$ cat src/rtl/mul32_seq.sv
// Unsigned shift-add multiplier using an external combinational adder; done pulses WIDTH+1 cycles after start.
// No backpressure: start is only sampled in IDLE and ignored while busy.
module mul32_seq #(
  parameter int WIDTH = 32,
  parameter int CNT_W = 5
) (
  input  logic                 clk,
  input  logic                 rst,
  input  logic                 start,
  input  logic [WIDTH-1:0]     a,
  input  logic [WIDTH-1:0]     b,
  output logic                 busy,
  output logic                 done,
  output logic [2*WIDTH-1:0]   product,
  output logic [WIDTH-1:0]     add_a,
  output logic [WIDTH-1:0]     add_b,
  output logic                 add_m,
  input  logic [WIDTH-1:0]     add_s,
  input  logic                 add_cf
);

  typedef enum logic [1:0] {
    S_IDLE = 2'd0,
    S_RUN  = 2'd1,
    S_DONE = 2'd2
  } state_t;

  state_t               state_q, state_d;
  logic [WIDTH-1:0]     hi_q, hi_d;
  logic [WIDTH-1:0]     lo_q, lo_d;
  logic [WIDTH-1:0]     mcand_q, mcand_d;
  logic [CNT_W-1:0]     cnt_q, cnt_d;
  logic [2*WIDTH-1:0]   product_q, product_d;

  always_ff @(posedge clk) begin
    if (rst) begin
      state_q   <= S_IDLE;
      hi_q      <= '0;
      lo_q      <= '0;
      mcand_q   <= '0;
      cnt_q     <= '0;
      product_q <= '0;
    end else begin
      state_q   <= state_d;
      hi_q      <= hi_d;
      lo_q      <= lo_d;
      mcand_q   <= mcand_d;
      cnt_q     <= cnt_d;
      product_q <= product_d;
    end
  end

  always_comb begin
    state_d   = state_q;
    hi_d      = hi_q;
    lo_d      = lo_q;
    mcand_d   = mcand_q;
    cnt_d     = cnt_q;
    product_d = product_q;
    case (state_q)
      S_IDLE: begin
        if (start) begin
          mcand_d = a;
          hi_d    = '0;
          lo_d    = b;
          cnt_d   = '0;
          state_d = S_RUN;
        end
      end
      S_RUN: begin
        // Carry-out enters hi MSB and the adder LSB shifts into lo, so no bit is lost.
        hi_d  = {add_cf, add_s[WIDTH-1:1]};
        lo_d  = {add_s[0], lo_q[WIDTH-1:1]};
        cnt_d = cnt_q + 1'b1;
        if (cnt_q == CNT_W'(WIDTH - 1)) begin
          product_d = {add_cf, add_s, lo_q[WIDTH-1:1]};
          state_d   = S_DONE;
        end
      end
      S_DONE: begin
        state_d = S_IDLE;
      end
      default: begin
        state_d = S_IDLE;
      end
    endcase
  end

  assign add_a   = hi_q;
  assign add_b   = lo_q[0] ? mcand_q : '0;
  assign add_m   = 1'b0;
  assign busy    = (state_q != S_IDLE);
  assign done    = (state_q == S_DONE);
  assign product = product_q;

endmodule

$ cat config.mk
export PLATFORM = sky130hd
export DESIGN_NAME = mul32_seq
export DESIGN_NICKNAME = d
export VERILOG_FILES = /design/src/rtl/mul32_seq.sv
export SDC_FILE = /design/constraint.sdc
export NUM_CORES = 1
export LEC_CHECK = 0
export ABC_AREA = 0
export CAP_MARGIN = 10
export CORE_ASPECT_RATIO = 1.2
export CORE_MARGIN = 2
export CORE_UTILIZATION = 47
export CTS_CLUSTER_SIZE = 12
export DETAILED_ROUTE_END_ITERATION = 12
export HOLD_SLACK_MARGIN = 0.06
export PLACE_DENSITY = 0.85
export SYNTH_ARGS = -nofsm -noshare
export SYNTH_HDL_FRONTEND = slang
export SYNTH_SLANG_ARGS = --single-unit
$ cat constraint.sdc
create_clock -name clk -period 2.6 [get_ports clk]
set_input_delay 0.39 -clock clk [delete_from_list [all_inputs] [get_ports clk]]
set_output_delay 0.39 -clock clk [all_outputs]
set_load 0.005 [all_outputs]
==> results of run 1 <==
## state kept, by name, indices dropped and copies added (netlist names)
name	count
product	64
add_a	32
lo_q	32
cnt_q	5
mcand_q	32
state_q	2
## placed cells by master (no fill, tap or decap), types with 2 or more instances in the layout
| cell | instances |
|---|---|
| clkdlybuf4s50_1 | 228 |
| a311oi_1 | 32 |
| a22o_1 | 64 |
| a21oi_1 | 67 |
| nand2_1 | 162 |
| buf_4 | 9 |
| clkbuf_16 | 17 |
| clkinvlp_4 | 2 |
| buf_12 | 5 |
| inv_6 | 3 |
| nand3_1 | 36 |
| clkbuf_1 | 2 |
| nor2_1 | 34 |
| and2_1 | 32 |
| dfxtp_1 | 167 |
| bufinv_16 | 3 |
| ha_1 | 2 |
## worst max-delay path, cell delays in order, from the launching register on
cell and delay [ns]:
dfxtp_1 0.31, buf_4 0.29, and2_1 0.18, clkdlybuf4s50_1 0.53
## worst max path at each step
stage,depth (start not counted),end,slack (ns)
floorplan,7,product[10],0.91
global placement,5,add_a[7],0.54
detailed placement,5,add_a[9],0.52
CTS,3,add_b[16],0.46
global route,3,add_b[13],0.41
finish,3,add_b[13],0.48
## layer usage
layer / share of wire (%) / up-vias / wire [um]
met2: 51 / 216 / 8820
met4: 3.1 / 0 / 532
met5: 0 / - / 0
met1: 39 / 2705 / 6830
met3: 6.5 / 35 / 1120
li1: - / 2731 / -
## kinds of logic (layout without fill, tap and decap cells)
family / Yosys count / after routing / synth area share (%)
buffers and inverters: 63 / 272 / 4.79
AO/OA/AOI/OAI: 169 / 169 / 20.3
adder cells (fa/ha/maj): 2 / 2 / 0.411
flip-flops: 167 / 167 / 54.9
other: 1 / 1 / 0.0616
AND/OR/NAND/NOR: 275 / 275 / 19.6
## stage by stage
step	worst slack, ns	hold slack [ns]
detailed placement	0.524	0.442
CTS	0.462	0.370
global route	0.413	0.400
finish	0.480	0.387
floorplan	0.911	0.432
global placement	0.540	0.437
## area by class of cell
class / instances / area [um2]
tap: 164 / 205
timing repair buffer: 242 / 2450
fill: 979 / 3600
clock inverter: 10 / 145
multi-input combinational: 447 / 2480
clock buffer: 20 / 447
sequential: 167 / 3340
## power breakdown
| part | total, mW | switching [mW] | internal, mW |
|---|---|---|---|
| clock network | 2.54 | 1.00 | 1.54 |
| registers | 2.73 | 0.0650 | 2.67 |
| logic | 0.625 | 0.313 | 0.311 |
| total | 5.89 | 1.38 | 4.51 |
==> qor.yml, run 1 <==
status: "completed"
p_leak_nw: 3.43
busiest_layer: "met2"
dp_hpwl_mm: 11.5
yosysWarnings: 0
drive_gt1_share_pct: 5.64
max_cap_violations: 0
insertion_delay_ns: 0.41
postCtsSetupBuffers: 0
die_w_um: 108
grt_use_met1_pct: 29.8
p_total_mw: 5.89
crit_fanout: 33
portBuffers: 229
worst_pin_slew_ns: 0.702
netlist.area_leader.share_pct: 54.9
r2r-start: "cnt_q[0]"
place_inst: 1020
via_per_inst: 5.42
yosysUniqueCellTypes: 29
drt_first_iter_violations: 261
grt_pass1_wl_mm: 27.4
post-synth-top-area-cell: "dfxtp_1"
hold_start: "rst"
synth_most_common_cell: "dfxtp_1"
postCtsHoldBufs: 0
rsz0062_at_grt: "false"
synth_edf_count: 0
placedInstanceArea_um2: 8480
fp.dieH_um: 129
drt-total-wl_mm: 17.3
p_per_area_nw_per_um2: 650
ctsResizeCount: 0
synthToLayoutAreaGrowth_pct: 48.9
grt-ovfl-total: 0
syn_area_um2: 6090
end_kind: "output port"
clockRootBuffer: "clkbuf_16"
grt.total_usage_pct: 24.9
clock-sinks: 167
grt_use_met3_pct: 6.08
ant_nets: 0
reg2regPathDepth: 6
cp_data_arrival_time_ns: 1.73
synth_top_cells_by_count: "dfxtp_1 (167), nand2_1 (162), a21oi_1 (67)"
tns_ns: 0
slew_headroom_pct: 53.2
antenna_found_initial: 0
crit_start: "lo_q[0]"
ys_ff_latch: 167
die-area_um2: 13900
clk_path_buf_depth: 2
cts.htree.levels: 4
crit_required_ns: 2.21
antenna_cells: 0
grt_max_degree: 77
setup.reg_to_reg.worst_slack_ns: 0.70
ys.flop_type: "dfxtp_1"
drv_slew: 0
drt_pass1_iterations: 4
design_area_um2: 9070
cts_buffers: 17
rr_endpoint: "product[46]"
avgSynthCellArea_um2: 9.00
io_pins: 231
hold_end: "state_q[0]"
dr_total_vias: 5687
grtUsageMet2_pct: 42.6
setup_viol: 0
syn_nets: 779
synthTopCellsByArea: "dfxtp_1 (55%), nand2_1 (10%), a22o_1 (9.2%)"
startpoint_type: "flip-flop"
ir_drop_mv: 0.356
clk_pin_slew_ns: 0.06
cts_tree: "done"
grt_pass1_vias: 5501
rows: 45
wl_per_cell_um: 16.5
fmax_mhz: 472
timing.final.crit_period_ns: 2.12
post-route-period-util_pct: 81.5
core-area_um2: 12700
final_core_utilization_pct: 71.6
hold_depth: 2
finalNonFillerCells: 1050
gp_congestion: 0.840
path_class: "reg2out"
hold_class: "in2reg"
ys_seq_area_share_pct: 54.9
route.detailed.drc: 0
clock_skew_ns: 0.0110
hold_viol_final: 0
initial_utilization_pct: 48.1
syn_inst: 677
nets: 977
ys_async_sr_fraction_pct: 0
Note: power is estimated with default switching activity, not from simulation.
==> run 2: changes to the inputs <==
CORE_UTILIZATION = 40   (was 47)
PLACE_DENSITY = 0.77   (was 0.85)
clock period = 1.7 ns   (was 2.6 ns; I/O delays follow)
==> run 2 against run 1 <==
  * Hold slack got worse by 0.19 ns
  * Clock power rose by 47%
  * Largest cell class unchanged
  * Count of clock-buffer cells in the layout rose by 2
  * Largest power group unchanged
==> qor.yml, run 2 (synthesized netlist as in run 1, its figures left out) <==
drive_gt1_share_pct: 10.6  # was 5.64%
drv_slew: 0  # unchanged
design_area_um2: 9280  # was 9070 um2
fp.dieH_um: 139  # was 129 um
dp_hpwl_mm: 11.5  # about the same
timing.final.crit_period_ns: 1.69
rows: 49  # was 45
die_w_um: 117  # was 108 um
clock-sinks: 167  # unchanged
portBuffers: 229  # unchanged
path_class: "reg2out"  # unchanged
seqPwrFrac_pct: 46.9  # was 46.3%
p_per_area_nw_per_um2: 959  # was 650 nW/um2
cts_tree: "done"  # unchanged
hold_viol_final: 0  # unchanged
drt-total-wl_mm: 18.2  # was 17.3 mm
dr_total_vias: 5694  # was 5,687
nets: 993  # was 977
crit_path_max_incr_delay_ns: 0.35  # was 0.53 ns
clkPwrFrac_pct: 41.8  # was 43.1%
final_core_utilization_pct: 62.1  # was 71.6%
fin_hold_ws_ns: 0.198  # was 0.387 ns
switchingPower_mw: 2.14  # was 1.38 mW
clock_skew_ns: 0.00737  # was 0.0110 ns
wl_per_cell_um: 16.4  # was 16.5 um
wl_met2_mm: 8.97  # was 8.82 mm
p_total_mw: 8.91  # was 5.89 mW
drt_pass1_iterations: 4  # unchanged
clockRootBuffer: "clkbuf_16"  # unchanged
gp_congestion: 0.766  # was 0.840
rsz0062_at_grt: "true"  # was false
hold_class: "in2reg"  # unchanged
ant_nets: 0  # unchanged
largest_reg_flops: 64  # unchanged
grt_pass1_wl_mm: 28.3  # was 27.4 mm
grt.total_usage_pct: 22.1  # was 24.9%
post-route-period-util_pct: 99.4
die-area_um2: 16200  # was 13,900 um2
top_layer_used: "met4"  # unchanged
grt_max_degree: 88  # was 77
end_kind: "output port"  # unchanged
synthToLayoutAreaGrowth_pct: 52.4  # was 48.9%
clk_pin_slew_ns: 0.06  # about the same
antenna_found_initial: 0  # unchanged
setup_viol: 0  # unchanged
drt_first_iter_violations: 429  # was 261
internal_power_mw: 6.76  # was 4.51 mW
core-area_um2: 15000  # was 12,700 um2
crit_required_ns: 1.44  # was 2.21 ns
startpoint_type: "flip-flop"  # unchanged
met1_length_mm: 7.57  # was 6.83 mm
placedInstanceArea_um2: 8640  # was 8480 um2
io_pins: 231  # unchanged
comb_power_share_pct: 11.3  # was 10.6%
wl_met3_mm: 1.11  # was 1.12 mm
status: "completed"  # unchanged
cp_data_arrival_time_ns: 1.43  # was 1.73 ns
p_leak_nw: 3.68  # was 3.43 nW
cts_buffers: 17  # unchanged
crit_fanout: 16  # was 33
via_per_inst: 5.14  # was 5.42
mostFrequentLayoutCells: "clkdlybuf4s50_1 (194), dfxtp_1 (164), nand2_1 (162)"  # was clkdlybuf4s50_1 (228), dfxtp_1 (167), nand2_1 (162)
layout_commonest_cell: "clkdlybuf4s50_1"  # unchanged
route.detailed.drc: 0  # unchanged
netSwitchingFraction_pct: 24.1  # was 23.4%
path_cells: "buf_6, clkbuf_16, and2_1, clkdlybuf4s15_1"  # was buf_4, and2_1, clkdlybuf4s50_1
grt-ovfl-total: 0  # unchanged
antenna_cells: 0  # unchanged
clk_path_buf_depth: 2  # unchanged
fmax_mhz: 592
ir_drop_mv: 0.620  # was 0.356 mV
insertion_delay_ns: 0.41  # about the same
initial_utilization_pct: 40.7  # was 48.1%
max_cap_violations: 0  # unchanged
slowest_stage: "dfxtp_4"  # was clkdlybuf4s50_1
grt_pass1_vias: 5448  # was 5,501
cts.htree.levels: 4  # unchanged
[run 2: changes by cell type in the layout (fill, tap and decap cells not counted), moves of 3 or more]
cell / before / now
clkbuf_8: 1 / 4
dfxtp_1: 167 / 164
dlymetal6s2s_1: 0 / 4
clkdlybuf4s50_1: 228 / 194
dlygate4sd2_1: 0 / 8
dfxtp_4: 0 / 3
clkbuf_2: 0 / 21
buf_12: 5 / 10
buf_4: 9 / 14
[run 2: path summary, 6_finish.rpt]
check        slack, ns  depth (start not counted)   startpoint          end
min reg2reg       0.45                          2  mcand_q[29]  mcand_q[29]
max reg2reg       0.07                          7     cnt_q[0]  product[63]
max               0.01                          4      lo_q[0]    add_b[22]
min               0.20                          2          rst   state_q[0]
[run 2: through the flow]
stage	setup TNS [ns]	instances	setup slack, ns
finish	0	1108	0.0105
global placement	-2.23	1067	-0.0743
CTS	-0.658	1103	-0.178
detailed placement	-2.90	1067	-0.0962
global route	-0.0383	1108	-0.0351
floorplan	0	677	0.0106
[run 2: per-layer routing]
layer / global-route usage [%] / up-vias
met5: 0 / -
met4: 8.73 / 0
met3: 5.73 / 32
met2: 36.8 / 196
met1: 27.1 / 2697
li1: - / 2769
[run 2: power by group through the flow]
stage | clock, mW | combinational [mW] | sequential [mW]
floorplan | 0 | 0.456 | 4.24
global placement | 0 | 0.988 | 4.25
detailed placement | 0 | 0.998 | 4.26
CTS | 3.79 | 0.992 | 4.17
global route | 3.94 | 1.10 | 4.19
finish | 3.73 | 1.01 | 4.17
[run 2: repair_timing]
action / in CTS / in global routing
cloned: 1 / 2
gates resized for setup: 39 / 53
endpoints found under the setup margin: 91 / 46
buffers inserted: 3 / 3
hold buffers: 0 / 0
[run 2: cell type report]
class	instances	area (um2)
Sequential cell	167	3350
Timing Repair Buffer	258	2600
Clock buffer	22	484
Clock inverter	10	95.1
Tap cell	204	255
Multi-Input combinational cell	447	2500
Fill cell	1299	5680
[run 2: worst max-delay path: cells and delay by family (launching register included)]
kind	cells	cell delay, ns
flops	1	0.35
buf+inv	3	0.50
simple gates	1	0.16
==> run 3: changes to the inputs <==
CORE_UTILIZATION = 44   (was 40)
PLACE_DENSITY = 0.8   (was 0.77)
clock period = 1.8 ns   (was 1.7 ns; I/O delays follow)
==> run 3 against run 2 <==
  * Sequential cell count did not move
  * Clock power is 1% lower
  * Critical path depth is the same
  * Design area up 0.22%
  * Total power decreased by 3.6%
  * Register-to-register slack about the same
  * Hold slack worse by 0.00074 ns
  * Largest cell class unchanged
  * Highest routed layer is now met5
==> qor.yml, run 3 (synthesized netlist as in run 1, its figures left out) <==
drt_pass1_iterations: 5  # was 4
dp_hpwl_mm: 11.6  # was 11.5 mm
p_per_area_nw_per_um2: 923  # was 959 nW/um2
r2r-start: "cnt_q[0]"  # unchanged
cp_data_arrival_time_ns: 1.49  # was 1.43 ns
clkPwrFrac_pct: 42.9  # was 41.8%
die_w_um: 111  # was 117 um
gp_congestion: 0.788  # was 0.766
drt_first_iter_violations: 273  # was 429
ant_nets: 0  # unchanged
crit_path_max_incr_delay_ns: 0.36  # was 0.35 ns
antenna_found_initial: 1  # was 0
hold_viol_final: 0  # unchanged
drive_gt1_share_pct: 7.77  # was 10.6%
path_cells: "buf_4, clkbuf_16, and2_1, dlygate4sd2_1"  # was buf_6, clkbuf_16, and2_1, clkdlybuf4s15_1
via_per_inst: 5.22  # was 5.14
core-area_um2: 13600  # was 15,000 um2
slowest_stage: "dfxtp_4"  # unchanged
io_pins: 231  # unchanged
comb_power_share_pct: 11.2  # was 11.3%
max_cap_violations: 0  # unchanged
grt_pass1_wl_mm: 27.4  # was 28.3 mm
nets: 990  # was 993
largest_reg_flops: 64  # unchanged
rsz0062_at_grt: "true"  # unchanged
path_class: "reg2out"  # unchanged
startpoint_type: "flip-flop"  # unchanged
initial_utilization_pct: 44.6  # was 40.7%
layout_commonest_cell: "clkdlybuf4s50_1"  # unchanged
drt-total-wl_mm: 17.7  # was 18.2 mm
end_kind: "output port"  # unchanged
netSwitchingFraction_pct: 23.5  # was 24.1%
clk_path_buf_depth: 2  # unchanged
grt.total_usage_pct: 22.9  # was 22.1%
antenna_cells: 0  # unchanged
clk_pin_slew_ns: 0.06  # about the same
cts.htree.levels: 4  # unchanged
hold_depth: 2  # unchanged
grt-ovfl-total: 0  # unchanged
crit_fanout: 8  # was 16
clock_skew_ns: 0.00961  # was 0.00737 ns
dr_total_vias: 5591  # was 5,694
setup_viol: 0  # unchanged
cts_tree: "done"  # unchanged
ir_drop_mv: 0.644  # was 0.620 mV
postCtsHoldBufs: 0  # unchanged
post-route-period-util_pct: 97.8
internal_power_mw: 6.57  # was 6.76 mW
seqPwrFrac_pct: 45.9  # was 46.9%
rows: 47  # was 49
place_inst: 1033  # was 1,067
switchingPower_mw: 2.02  # was 2.14 mW
grt_pass1_vias: 5314  # was 5,448
portBuffers: 229  # unchanged
mostFrequentLayoutCells: "clkdlybuf4s50_1 (195), dfxtp_1 (164), nand2_1 (162)"  # was clkdlybuf4s50_1 (194), dfxtp_1 (164), nand2_1 (162)
cts_buffers: 17  # unchanged
hold_class: "in2reg"  # unchanged
clockRootBuffer: "clkbuf_16"  # unchanged
hold_start: "rst"  # unchanged
insertion_delay_ns: 0.41  # about the same
clock-sinks: 167  # unchanged
fill_cells: 1095  # was 1,299
synthToLayoutAreaGrowth_pct: 52.8  # was 52.4%
grt_max_degree: 92  # was 88
final_core_utilization_pct: 68.2  # was 62.1%
crit_start: "lo_q[0]"  # unchanged
timing.final.crit_period_ns: 1.76
fp.dieH_um: 133  # was 139 um
route.detailed.drc: 0  # unchanged
reg2regPathDepth: 7  # unchanged
crit_required_ns: 1.53  # was 1.44 ns
finalNonFillerCells: 1072  # was 1,108
p_leak_nw: 3.74  # was 3.68 nW
status: "completed"  # unchanged
fmax_mhz: 568
drv_slew: 0  # unchanged
wl_per_cell_um: 16.5  # was 16.4 um
die-area_um2: 14800  # was 16,200 um2
run 3: changes by cell type in the layout (fill, tap and decap cells not counted), moves of 2 or more:
| cell | previous run | this run |
|---|---|---|
| clkbuf_2 | 21 | 0 |
| dlygate4sd2_1 | 8 | 20 |
| clkdlybuf4s15_1 | 1 | 7 |
| clkbuf_8 | 4 | 1 |
| buf_4 | 14 | 12 |
| bufinv_16 | 1 | 3 |
| clkbuf_1 | 1 | 3 |
| dlymetal6s2s_1 | 4 | 6 |
run 3: timing repair:
| action | 4_1_cts | 5_1_grt |
|---|---|---|
| setup endpoints to repair | 48 | 71 |
| endpoints found under the hold margin | 0 | 0 |
| gates resized for setup | 34 | 22 |
| cloned | 0 | 2 |
| setup buffers | 0 | 5 |
run 3: area by class of cell:
| type | count | area, um2 | area share (%) |
|---|---|---|---|
| clock buffer | 21 | 450 | 4.84 |
| clock inverter | 11 | 149 | 1.60 |
| multi-input combinational | 447 | 2480 | 26.7 |
| sequential | 167 | 3350 | 36.0 |
| tap | 171 | 214 | 2.30 |
| timing repair buffer | 255 | 2650 | 28.5 |
run 3: worst paths after layout:
kind            endpoint  slack (ns)
max             add_b[0]        0.04
min            add_a[27]        0.20
max reg2reg   product[3]        0.07
min reg2reg  mcand_q[14]        0.45
run 3: critical path: cells and delay by family (launching register included):
family,cells,cell delay [ns]
buf+inv,3,0.57
flops,1,0.36
simple gates,1,0.15
run 3: layer usage:
layer | track usage, % | share of wire (%)
met1 | 27.0 | 41
met2 | 38.9 | 51
met3 | 6.96 | 5.6
met4 | 9.05 | 2.9
met5 | 0 | 0.074
run 3: power groups by stage:
stage	clock network, mW	registers, mW	logic, mW
finish	3.68	3.94	0.963
global route	3.90	3.96	1.05
CTS	3.73	3.94	0.929
detailed placement	0	4.03	0.932
global placement	0	4.02	0.922
floorplan	0	4.01	0.431
run 3: stage by stage:
| step | TNS, ns | hold WS [ns] | instance area (um2) | setup slack (ns) | power, mW |
|---|---|---|---|---|---|
| finish | 0 | 0.197 | 9300 | 0.0396 | 8.59 |
| global route | -0.0253 | 0.199 | 9300 | -0.00835 | 8.91 |
| CTS | -0.363 | 0.194 | 9160 | -0.0727 | 8.60 |
| detailed placement | -0.173 | 0.443 | 8580 | -0.0228 | 4.96 |
| global placement | 0 | 0.436 | 8580 | 0.0197 | 4.94 |
| floorplan | 0 | 0.396 | 6090 | 0.111 | 4.44 |
